$ cat src/rtl/operand_fetch.sv
// operand_fetch: operand-fetch stage directly upstream of Execute.
// It queues instruction words from fetch in a small FIFO and reads two
// operands from an internal 8-entry register file. It then presents
// IR/T1/T2/carry to Execute under a valid/ready handshake and waits for
// Execute's writeback before it issues the next instruction. Only one
// instruction is in flight past this stage at any time.
//
// Ports:
//   i_w_clk        clock, rising edge
//   i_w_reset      asynchronous, active-low reset
//   i_instr        instruction word from fetch
//   i_instr_valid  i_instr valid (push when o_instr_ready)
//   o_instr_ready  queue can accept a word (queue not full)
//   o_ir           instruction word presented to Execute
//   o_t1           R[rd], where rd = ir[15:13]
//   o_t2           R[rs], where rs = ir[12:10]
//   o_carry        carry flag presented to Execute
//   o_valid        o_ir/o_t1/o_t2/o_carry valid
//   i_ready        Execute accepts the current operands
//   i_wb_data      writeback result for R[rd]
//   i_wb_carry     writeback carry flag
//   i_wb_valid     writeback strobe (used only while waiting for writeback)
//   o_busy         an instruction is in flight or the queue is non-empty
module operand_fetch #(
  parameter int unsigned p_data_width = 16,
  parameter int unsigned p_fifo_depth = 2
) (
  input  logic                    i_w_clk,
  input  logic                    i_w_reset,
  input  logic [p_data_width-1:0] i_instr,
  input  logic                    i_instr_valid,
  output logic                    o_instr_ready,
  output logic [p_data_width-1:0] o_ir,
  output logic [p_data_width-1:0] o_t1,
  output logic [p_data_width-1:0] o_t2,
  output logic                    o_carry,
  output logic                    o_valid,
  input  logic                    i_ready,
  input  logic [p_data_width-1:0] i_wb_data,
  input  logic                    i_wb_carry,
  input  logic                    i_wb_valid,
  output logic                    o_busy
);

  localparam int unsigned PW     = $clog2(p_fifo_depth);
  localparam int unsigned CW     = $clog2(p_fifo_depth + 1);
  localparam int unsigned RD_LSB = p_data_width - 3;
  localparam int unsigned RS_LSB = p_data_width - 6;

  typedef enum logic [1:0] {
    IDLE,
    ISSUE,
    WAIT_WB
  } state_t;

  state_t                  state;
  logic [p_data_width-1:0] q_mem [p_fifo_depth];
  logic [PW-1:0]           q_head;
  logic [PW-1:0]           q_tail;
  logic [CW-1:0]           q_count;
  logic [p_data_width-1:0] regs [8];
  logic                    flag;
  logic [2:0]              rd_q;

  logic                    q_full;
  logic                    q_empty;
  logic                    push;
  logic                    pop;
  logic [p_data_width-1:0] head_word;
  logic [2:0]              head_rd;
  logic [2:0]              head_rs;
  logic [p_data_width-1:0] rd_val;
  logic [p_data_width-1:0] rs_val;

  assign q_full        = (q_count == CW'(p_fifo_depth));
  assign q_empty       = (q_count == '0);
  assign o_instr_ready = !q_full;
  assign push          = i_instr_valid && !q_full;
  // Only the registered queue is popped, so a word pushed at an edge is
  // never issued at that same edge.
  assign pop           = (state == IDLE) && !q_empty;
  assign o_busy        = (state != IDLE) || !q_empty;

  assign head_word = q_mem[q_head];
  assign head_rd   = head_word[RD_LSB +: 3];
  assign head_rs   = head_word[RS_LSB +: 3];

  // R0 always reads as zero; the array entry is never written.
  always_comb begin
    rd_val = (head_rd == 3'd0) ? '0 : regs[head_rd];
    rs_val = (head_rs == 3'd0) ? '0 : regs[head_rs];
  end

  always_ff @(posedge i_w_clk or negedge i_w_reset) begin
    if (!i_w_reset) begin
      state   <= IDLE;
      q_head  <= '0;
      q_tail  <= '0;
      q_count <= '0;
      for (int unsigned i = 0; i < p_fifo_depth; i++) begin
        q_mem[i] <= '0;
      end
      for (int unsigned i = 0; i < 8; i++) begin
        regs[i] <= '0;
      end
      flag    <= 1'b0;
      rd_q    <= '0;
      o_ir    <= '0;
      o_t1    <= '0;
      o_t2    <= '0;
      o_carry <= 1'b0;
      o_valid <= 1'b0;
    end else begin
      if (push) begin
        q_mem[q_tail] <= i_instr;
        q_tail        <= q_tail + 1'b1;
      end
      if (pop) begin
        q_head <= q_head + 1'b1;
      end
      case ({push, pop})
        2'b10:   q_count <= q_count + 1'b1;
        2'b01:   q_count <= q_count - 1'b1;
        default: q_count <= q_count;
      endcase

      case (state)
        IDLE: begin
          if (pop) begin
            o_ir    <= head_word;
            o_t1    <= rd_val;
            o_t2    <= rs_val;
            o_carry <= flag;
            rd_q    <= head_rd;
            o_valid <= 1'b1;
            state   <= ISSUE;
          end
        end
        ISSUE: begin
          if (i_ready) begin
            o_valid <= 1'b0;
            state   <= WAIT_WB;
          end
        end
        WAIT_WB: begin
          if (i_wb_valid) begin
            if (rd_q != 3'd0) begin
              regs[rd_q] <= i_wb_data;
            end
            flag  <= i_wb_carry;
            state <= IDLE;
          end
        end
        default: state <= IDLE;
      endcase
    end
  end

endmodule

$ cat config.mk
export PLATFORM = sky130hd
export DESIGN_NAME = operand_fetch
export DESIGN_NICKNAME = d
export VERILOG_FILES = /design/src/rtl/operand_fetch.sv
export SDC_FILE = /design/constraint.sdc
export NUM_CORES = 1
export LEC_CHECK = 0
export BUFFER_PORTS_ARGS = -buffer_cell sky130_fd_sc_hd__buf_2
export CAP_MARGIN = 25
export CELL_PAD_IN_SITES_DETAIL_PLACEMENT = 1
export CELL_PAD_IN_SITES_GLOBAL_PLACEMENT = 2
export CORE_UTILIZATION = 38
export CTS_BUF_LIST = sky130_fd_sc_hd__clkbuf_2 sky130_fd_sc_hd__clkbuf_4 sky130_fd_sc_hd__clkbuf_8
export DETAILED_ROUTE_END_ITERATION = 12
export GPL_TIMING_DRIVEN = 0
export PLACE_DENSITY = 0.84
export SLEW_MARGIN = 5
export SYNTH_ARGS = -nofsm -noshare
export SYNTH_HDL_FRONTEND = slang
export SYNTH_SLANG_ARGS = --single-unit
$ cat constraint.sdc
create_clock -name i_w_clk -period 1.88 [get_ports i_w_clk]
set_input_delay 0.282 -clock i_w_clk [delete_from_list [all_inputs] [get_ports i_w_clk]]
set_output_delay 0.282 -clock i_w_clk [all_outputs]
set_load 0.01 [all_outputs]
==> metrics.md <==
| Metric | Value |
|---|---|
| Syn Nets | `between 800 and 900` |
| Post-synthesis simple-gate area fraction | `6.929%` |
| Die height | `between 150 and 200 um` |
| Core Region | `between 0.02 and 0.025 sq mm` |
| Largest net degree at the start of global routing | `around 100` |
| Crit-path max FO | `7` |
| Clk buf depth | `3` |
| Vias in the first global route | `around 7700` |
| Synth Area in Adders | `less than 1%` |
| Critical path launch point type | `register` |
| Leak pwr | `5.656 nW` |
| Async SR Flop Fraction | `100.0%` |
| Worst setup margin | `-90.52 ps` |
| Fin crit period | `between 1500 and 2000 ps` |
| Slowest CP cell | `mux4_2` |
| Compound-Gate Fraction of Synth Area | `between 10% and 20%` |
| Final Hold Vio Count | `0` |
| # port buffers | `89` |
| Crit. End Element | `register` |
| Period utilization | `104.8%` |
| Unrepaired setup endpoints after global routing | `true` |
| Total chip power | `around 24 mW` |
| Post-route setup TNS | `-413.4 ps` |
| TritonCTS clock tree | `built` |
| FF+latch count, synth | `approximately 200` |
| Max VDD drop | `0.0007937 V` |
| Max-slew headroom | `a little under half` |
| Commonest non-fill, non-tap cells in the layout | `dfrtp_1, mux2_2, buf_2` |
| Crit. Startpoint | `q_head` |
| ANT nets after route | `0` |
| Vias | `7276` |
| DRC | `0` |
| Boundary Pins | `90` |
| First DRT Iteration DRCs | `469` |
| Pwr dens | `1987 mW/mm^2` |
| Die Wd | `160.3 um` |
| Status | `finished, violations left` |
| Fin util | `50.26%` |
| Arrival time worst endpoint | `about 2400 ps` |
| Pre-CTS WS | `-515.4 ps` |
| Post-synthesis mux area share | `around 23%` |
| Initial Util | `roughly 39%` |
| TritonCTS buffer count | `37` |
| Layout cells sized above 1 | `between 40 and 50%` |
| Antenna Cells | `0` |
| Critical Path RT | `2270 ps` |
| XOR/XNOR Fraction of Synth Area | `less than 1%` |
| Post-synth top flop | `dfrtp_1` |
| Total track usage | `between 20% and 30%` |
| Number of flops mapped to enable cells by yosys | `0` |
| Syn Area/Cell | `12.25 sq um` |
| Via/cell ratio | `between 5 and 6` |
| Clk_skew | `approximately 30 ps` |
| Leading cell type in the layout, fill and taps excluded | `dfrtp_1` |
| Class of the most critical setup path | `reg2reg` |
| Failing checks | `negative setup slack` |
| Final nets | `about 1000` |
| Wire length per cell | `between 20 and 25 um` |
| Area delta synth->final | `29.20%` |
| Detailed Route WL | `a little over 30000 um` |
| HPWL Detailed | `~19000 um` |
| Grt ovf | `0` |
| Final setup viols | `15` |
| Largest family of logic cells by synthesized area | `multiplexers` |
| Class of the worst hold path | `in2reg` |
| Clock transition at path regs | `60 ps` |
| Max incr delay on CP | `500 ps` |
| Worst hold path startpoint | `i_wb_valid` |
| First-pass detailed-route iteration total | `5` |
| Htree depth | `2` |
| Slew Viols, Final | `0` |
| Post-Synthesis Cell Area | `0.009517 sq mm` |
| Worst-margin pin slew | `~790 ps` |
| Clock latency on the worst-skew pair | `approximately 530 ps` |
| Synthesis Warnings | `0` |
| Most used cell, CP | `buf_6` |
| Row count | `57` |
| Initial antenna violation count | `0` |
| Max Cap Viol | `0` |
| Fmax achieved | `507.5 MHz` |
| Sequential element share of the synthesized area | `52.85%` |
| Synth cell types | `53` |
| R2R Path Start | `q_head` |
| Crit path cell chain | `buf_6 -> mux2i_4 -> buf_6 -> mux4_2 -> a221o_1` |
| Routability congestion estimate | `approximately 0.77` |
| First-pass GRT wire length | `between 40000 and 50000 um` |
| Clk root buf | `clkbuf_8` |
| DIE AREA | `between 0.02 and 0.03 sq mm` |
| Synth Instances | `777` |
| Clk sink count | `201` |
where the power goes:
group / total (mW) / switching, mW / internal [mW]
Sequential: 7.73 / 1.62 / 6.12
Combinational: 12.3 / 6.49 / 5.78
Clock: 4.43 / 1.89 / 2.54
synthesized netlist by cell type (3+ instances only):
cell      number  area, sq um
mux2i_1       44        440.4
a21oi_1       45        225.2
clkbuf_1      10        37.54
buf_2         23        115.1
o221ai_1      13        113.9
o22a_1        13        113.9
nor2_1        43        161.4
xnor2_1        4        35.03
mux2_1        13        146.4
o21ai_0       26        130.1
buf_4          9        67.56
a221o_1       29        290.3
a31oi_1       16        100.1
inv_1          5        18.77
nand3b_1       3        22.52
dfrtp_1      201         5030
nand2b_1       7        43.79
nand2_1       73        274.0
mux2_2       133         1498
mux2i_4        4        90.09
a22oi_1       15        112.6
o32a_1         3        30.03
nand3_1        3        15.01
buf_6          5        56.30
cell families (layout without fill, tap and decap cells):
group                      Yosys count  after routing
DFF                                201            201
muxes                              196            196
AOI/OAI and AO/OA                  173            173
and+or+nand+nor                    145            145
buffers and inverters               56            270
xor gates and xnor gates             5              5
adders and majority gates            1              1
path summary, 6_finish.rpt:
path	slack, ps	end	cells past startpoint
max	-90	o_t2[14]	5
min	30	state[1]	2
max reg2reg	-90	o_t2[14]	5
min reg2reg	470	o_carry	2
max in group asynchronous	530	o_t1[2]	3
min in group asynchronous	360	q_mem[3]	2
sequential cells by signal (all words and copies together) (netlist names), 2 cells and up:
signal / cells
o_ir: 16
o_t1: 16
o_t2: 16
q_count: 2
q_mem: 32
regs: 112
state: 2
through the flow:
stage / hold slack [ps] / cell area, sq um / instances
after floorplan: -13.59 / 9527 / 777
after global placement: 455.2 / 10380 / 1190
after detailed placement: 371.6 / 10420 / 1191
after CTS: 8.910 / 11750 / 1293
after global routing: 58.50 / 12300 / 1315
final: 27.13 / 12300 / 1315
layer usage:
layer	vias up	track usage, %	share of wire [%]
li1	3257	-	-
met1	3721	31.56	43
met2	230	38.72	48
met3	68	4.078	5.4
met4	0	8.355	2.9
met5	-	0	0
critical path, delay by kind of cell, from the launching register on:
family                 cells  cell delay [ps]
AO/OA/AOI/OAI              1              310
buffers and inverters      2              320
flip-flops                 1              340
multiplexers               2              860
repair_timing:
action,4_1_cts,5_1_grt
resized for setup,58,73
hold buffers,19,0
endpoints found under the hold margin,133,0
endpoints found under the setup margin,158,103
pin swaps,12,9
buffers inserted,20,20
cloned,0,3
cell type report:
cell class | count | area, sq um
repair buffers | 152 | 1109
well taps | 324 | 405.4
inverters | 6 | 25.02
clock inverters | 7 | 67.56
clock buffers | 58 | 710.7
flip-flops and latches | 201 | 5039
plain buffers | 47 | 471.7
fillers | 2571 | 12170
multi-input cells | 520 | 4468
Note: power is estimated with default switching activity, not from simulation.
